`src/rtl/sr_pulse_driver.sv`:
```
// Debounces two push-buttons and turns each press into one fixed-length active-low
// pulse on notS or notR, with a one-cycle gap between pulses and one-deep queuing.
module sr_pulse_driver #(
    parameter int DB_CYCLES = 16,
    parameter int PULSE_LEN = 4
) (
    input  logic       clk,
    input  logic       rst_n,
    input  logic       btn_set,
    input  logic       btn_rst,
    output logic       notS,
    output logic       notR,
    output logic       busy,
    output logic [1:0] dbgState
);

    localparam int CW = (DB_CYCLES > 2) ? $clog2(DB_CYCLES) : 1;
    localparam logic [CW-1:0] DB_LAST    = CW'(DB_CYCLES - 1);
    localparam logic [7:0]    PULSE_LAST = 8'(PULSE_LEN - 1);

    typedef enum logic [1:0] {
        IDLE    = 2'd0,
        PULSE_S = 2'd1,
        PULSE_R = 2'd2,
        GAP     = 2'd3
    } stateT;

    // Index 0 is the set button, index 1 the reset button.
    logic [1:0]    btnRaw;
    logic [1:0]    sync1;
    logic [1:0]    sync2;
    logic [1:0]    stab;
    logic [1:0]    stabD;
    logic [1:0]    req;
    logic [CW-1:0] dbCnt [2];

    assign btnRaw = {btn_rst, btn_set};

    always_ff @(posedge clk or negedge rst_n) begin
        if (!rst_n) begin
            sync1 <= '0;
            sync2 <= '0;
            stab  <= '0;
            stabD <= '0;
            req   <= '0;
            for (int i = 0; i < 2; i++) begin
                dbCnt[i] <= '0;
            end
        end else begin
            sync1 <= btnRaw;
            sync2 <= sync1;
            stabD <= stab;
            // Only a debounced rising edge is a request; releases are ignored.
            req   <= stab & ~stabD;
            for (int i = 0; i < 2; i++) begin
                if (sync2[i] == stab[i]) begin
                    dbCnt[i] <= '0;
                end else if (dbCnt[i] == DB_LAST) begin
                    dbCnt[i] <= '0;
                    stab[i]  <= ~stab[i];
                end else begin
                    dbCnt[i] <= dbCnt[i] + 1'b1;
                end
            end
        end
    end

    logic reqS;
    logic reqR;
    assign reqS = req[0];
    assign reqR = req[1];

    stateT      state;
    stateT      stateNext;
    logic [7:0] pulseCnt;
    logic [7:0] pulseCntNext;
    logic       pendS;
    logic       pendR;
    logic       pendSNext;
    logic       pendRNext;
    logic       notSNext;
    logic       notRNext;
    logic       busyNext;

    always_ff @(posedge clk or negedge rst_n) begin
        if (!rst_n) begin
            state    <= IDLE;
            pulseCnt <= '0;
            pendS    <= 1'b0;
            pendR    <= 1'b0;
            notS     <= 1'b1;
            notR     <= 1'b1;
            busy     <= 1'b0;
        end else begin
            state    <= stateNext;
            pulseCnt <= pulseCntNext;
            pendS    <= pendSNext;
            pendR    <= pendRNext;
            notS     <= notSNext;
            notR     <= notRNext;
            busy     <= busyNext;
        end
    end

    always_comb begin
        stateNext = state;
        case (state)
            IDLE: begin
                if (reqS || pendS) begin
                    stateNext = PULSE_S;
                end else if (reqR || pendR) begin
                    stateNext = PULSE_R;
                end
            end
            PULSE_S, PULSE_R: begin
                if (pulseCnt == PULSE_LAST) begin
                    stateNext = GAP;
                end
            end
            GAP:     stateNext = IDLE;
            default: stateNext = IDLE;
        endcase
    end

    // Outputs are computed from the next state so they land in flops together with it.
    always_comb begin
        pulseCntNext = '0;
        if ((stateNext == state) && ((state == PULSE_S) || (state == PULSE_R))) begin
            pulseCntNext = pulseCnt + 8'd1;
        end
        pendSNext = (pendS || reqS) && !((stateNext == PULSE_S) && (state != PULSE_S));
        pendRNext = (pendR || reqR) && !((stateNext == PULSE_R) && (state != PULSE_R));
        notSNext  = (stateNext != PULSE_S);
        notRNext  = (stateNext != PULSE_R);
        busyNext  = (stateNext != IDLE) || pendSNext || pendRNext;
    end

    assign dbgState = state;

endmodule

```
`config.mk`:
```
export PLATFORM = sky130hd
export DESIGN_NAME = sr_pulse_driver
export DESIGN_NICKNAME = d
export VERILOG_FILES = /design/src/rtl/sr_pulse_driver.sv
export SDC_FILE = /design/constraint.sdc
export NUM_CORES = 1
export LEC_CHECK = 0
export ABC_AREA = 1
export BUFFER_PORTS_ARGS = -buffer_cell sky130_fd_sc_hd__buf_2
export CORE_MARGIN = 4
export CORE_UTILIZATION = 45
export CTS_CLUSTER_DIAMETER = 200
export CTS_CLUSTER_SIZE = 12
export DETAILED_ROUTE_END_ITERATION = 10
export PLACE_DENSITY_LB_ADDON = 0.15
export REMOVE_ABC_BUFFERS = 1
export SKIP_LAST_GASP = 1
export SLEW_MARGIN = 30
export SYNTH_ARGS = -nofsm -noshare
export SYNTH_HDL_FRONTEND = slang
export SYNTH_SLANG_ARGS = --single-unit
```
`constraint.sdc`:
```
create_clock -name clk -period 1.3 [get_ports clk]
set_input_delay 0 -clock clk [delete_from_list [all_inputs] [get_ports clk]]
set_output_delay 0 -clock clk [all_outputs]
set_load 0.03 [all_outputs]
```
==> impl_metrics.ini <==
[timing]
final.period_utilization = 1.19
holdWs_ns = 0.204
period_needed_ns = 1.55
fin_setup_tns_ns = -2.41
fmax_mhz = 646
finalHoldViolations = 0
setup_viol = 13
slew_viol_final = 0
worst_slack_ns = -0.249
rsz0062_at_grt = yes
slew_headroom = 0.736
finalClockSkew_ns = 0.00777
tightest_slew_ns = 0.396

[placement]
place_inst = 203
place.gp.congestion = 0.887
portBuffers = 8
place_hpwl_um = 1790

[detailed_routing]
vias = 1036
ant_nets = 0
route.detailed.drc = 0
drt_iter0_drc = 44
routed_via_density = 4.73
wl_per_cell_um = 12.1
drt_pass1_iterations = 4
wl_um = 2640

[setup_path]
critPathLaunchType = flop
worstSetupPathType = reg -> reg
r2r-start = pulseCnt[1]$_DFF_PN0_
r2r-end = pulseCnt[2]$_DFF_PN0_
rr_worst_depth = 12
end_kind = flop
crit_required_ns = 1.56
r2r_slack_ns = -0.25
path_max_fanout = 8
crit_arrival_ns = 1.81

[global_route]
antenna_found_initial = 0
grt_use_total = 0.143
grt_start_max_net_pins = 34
grt_pass1_vias = 1055
grt_pass1_wl_um = 4450
grt-ovfl-total = 0

[floorplan]
dieHeight_um = 63.8
initial_core_util = 0.490
die_area_um2 = 4060
fp-row-count = 19
io-pin-count = 9
core_area_um2 = 2850
die_w_um = 63.8

[layout]
diodes = 0
final_common_cell = dfrtp_1
final_cell_mix = 31 x dfrtp_1, 25 x buf_4, 19 x nor2_1, 18 x inv_1, 14 x nand2_1
final_nets = 197
area_delta_synth_final_pct = 36.5
drive_above_1_share = 0.383
final_cell_count_no_fill = 219

[power]
seqPwrFrac = 0.372
vdd_drop_max_mv = 0.857
total_power_mw = 3.16
p_comb_frac = 0.375
p_sw_frac = 0.327
internal-power_mw = 2.12
clockPowerShare = 0.253
p_sw_mw = 1.03
p_leak_nw = 0.999
power_density_nw_per_um2 = 1650

[clocking]
insertion_delay_ns = 0.33
numCtsBuffers = 5
root_buffer = clkbuf_4
clock-sinks = 33
cts.clk_slew.worst_paths_ns = 0.10
htreeDepth = 2
cts_tree = yes
ctsLongestPathBuffers = 2

[yosys]
yosysWarnings = 0
syn_inst = 142
ys_seq_area_frac = 0.592
ys_ff_latch = 33
syn_area_um2 = 1400
avgSynthCellArea_um2 = 9.85
synth.distinct_cells = 20

[run_status]
status = finished, violations left
violations = negative setup slack

[worst_hold_path]
holdCritPathClass = in -> async

[run]
drv_cap = 0
sequential cells by signal, indices dropped and copies added, names as in the netlist:
signal,cells
pendS,1
pulseCnt,8
stabD,2
dbgState,2
busy,1
dbCnt,8
req,2
stab,2
notS,1
sync1,2
sync2,2
notR,1
pendR,1
worst max path at each step:
stage                           from                     to  cells after the start  slack, ns
6_report       pulseCnt[1]$_DFF_PN0_  pulseCnt[2]$_DFF_PN0_                     12      -0.25
5_1_grt        pulseCnt[1]$_DFF_PN0_  pulseCnt[2]$_DFF_PN0_                     12      -0.37
4_1_cts        pulseCnt[0]$_DFF_PN0_  pulseCnt[0]$_DFF_PN0_                     12      -0.24
3_5_place_dp   dbgState[0]$_DFF_PN0_  pulseCnt[0]$_DFF_PN0_                     11      -0.28
3_3_place_gp   dbgState[0]$_DFF_PN0_  pulseCnt[2]$_DFF_PN0_                     11      -0.20
2_1_floorplan  dbgState[0]$_DFF_PN0_  pulseCnt[2]$_DFF_PN0_                     11      -0.44
final cells by class:
cell class	instances	area, µm²
clock buffer	7	55.1
clock inverter	1	30.0
fill	218	943
inverter	22	82.6
multi-input combinational	87	586
sequential	33	828
tap	31	38.8
timing repair buffer	38	289
layer usage:
layer | up-vias | share of wire | wire (µm) | GRT usage
li1 | 528 | - | - | -
met1 | 486 | 0.42 | 1110 | 0.158
met2 | 17 | 0.53 | 1390 | 0.249
met3 | 5 | 0.036 | 94 | 0.0455
met4 | 0 | 0.017 | 45 | 0.0674
met5 | - | 0 | 0 | 0
cell usage after synthesis (all sizes together):
master / number / area share
a21oi: 2 / 0.0072
and3: 1 / 0.0045
dfrtp: 31 / 0.55
dfstp: 2 / 0.038
ha: 6 / 0.054
inv: 22 / 0.059
nand2: 23 / 0.074
nand3: 10 / 0.036
nand3b: 1 / 0.0080
nand4: 1 / 0.0045
nor2: 28 / 0.077
nor3: 2 / 0.0072
o21ai: 1 / 0.0036
o22ai: 1 / 0.0045
xnor2: 5 / 0.031
xor2: 6 / 0.038
power by group through the flow:
stage | clock (mW) | sequential (mW) | combinational, mW
after floorplan | 0 | 1.29 | 0.369
after global placement | 0 | 1.18 | 0.787
after detailed placement | 0 | 1.19 | 0.810
after CTS | 0.821 | 1.17 | 1.05
after global routing | 0.872 | 1.18 | 1.27
final | 0.800 | 1.17 | 1.18
per-stage QoR:
stage | instance area [µm²] | utilization | setup WS, ns
3_3_place_gp | 1640 | 0.576 | -0.198
6_report | 1910 | 0.669 | -0.249
5_1_grt | 1910 | 0.669 | -0.374
4_1_cts | 1830 | 0.642 | -0.244
2_1_floorplan | 1400 | - | -0.439
3_5_place_dp | 1640 | 0.576 | -0.281
worst max-delay path, cell delays in order (launching register included):
cell	delay (ns)
dfrtp_1	0.39
ha_2	0.18
nand2_1	0.06
nor2_1	0.04
nand2_1	0.10
nand2_1	0.09
nand2_2	0.10
nand2_4	0.07
nand2_2	0.07
nand2_2	0.06
nor2_4	0.09
nand2_4	0.12
nor2_2	0.11
cell families (layout without fill, tap and decap cells):
logic type	after synthesis	after routing	synth area share
flip-flops	33	33	0.592
XOR/XNOR	11	11	0.0689
AO/OA/AOI/OAI	4	4	0.0152
adder cells (fa/ha/maj)	6	6	0.0537
buffers and inverters	22	68	0.0590
AND/OR/NAND/NOR	66	66	0.211
what timing repair did:
item	CTS	global route
hold endpoints to repair	35	0
pin swaps	6	10
gates resized for setup	9	17
hold buffers	3	0
endpoints found under the setup margin	13	13
setup buffers	3	2
Power figures use the tool's default switching activity.
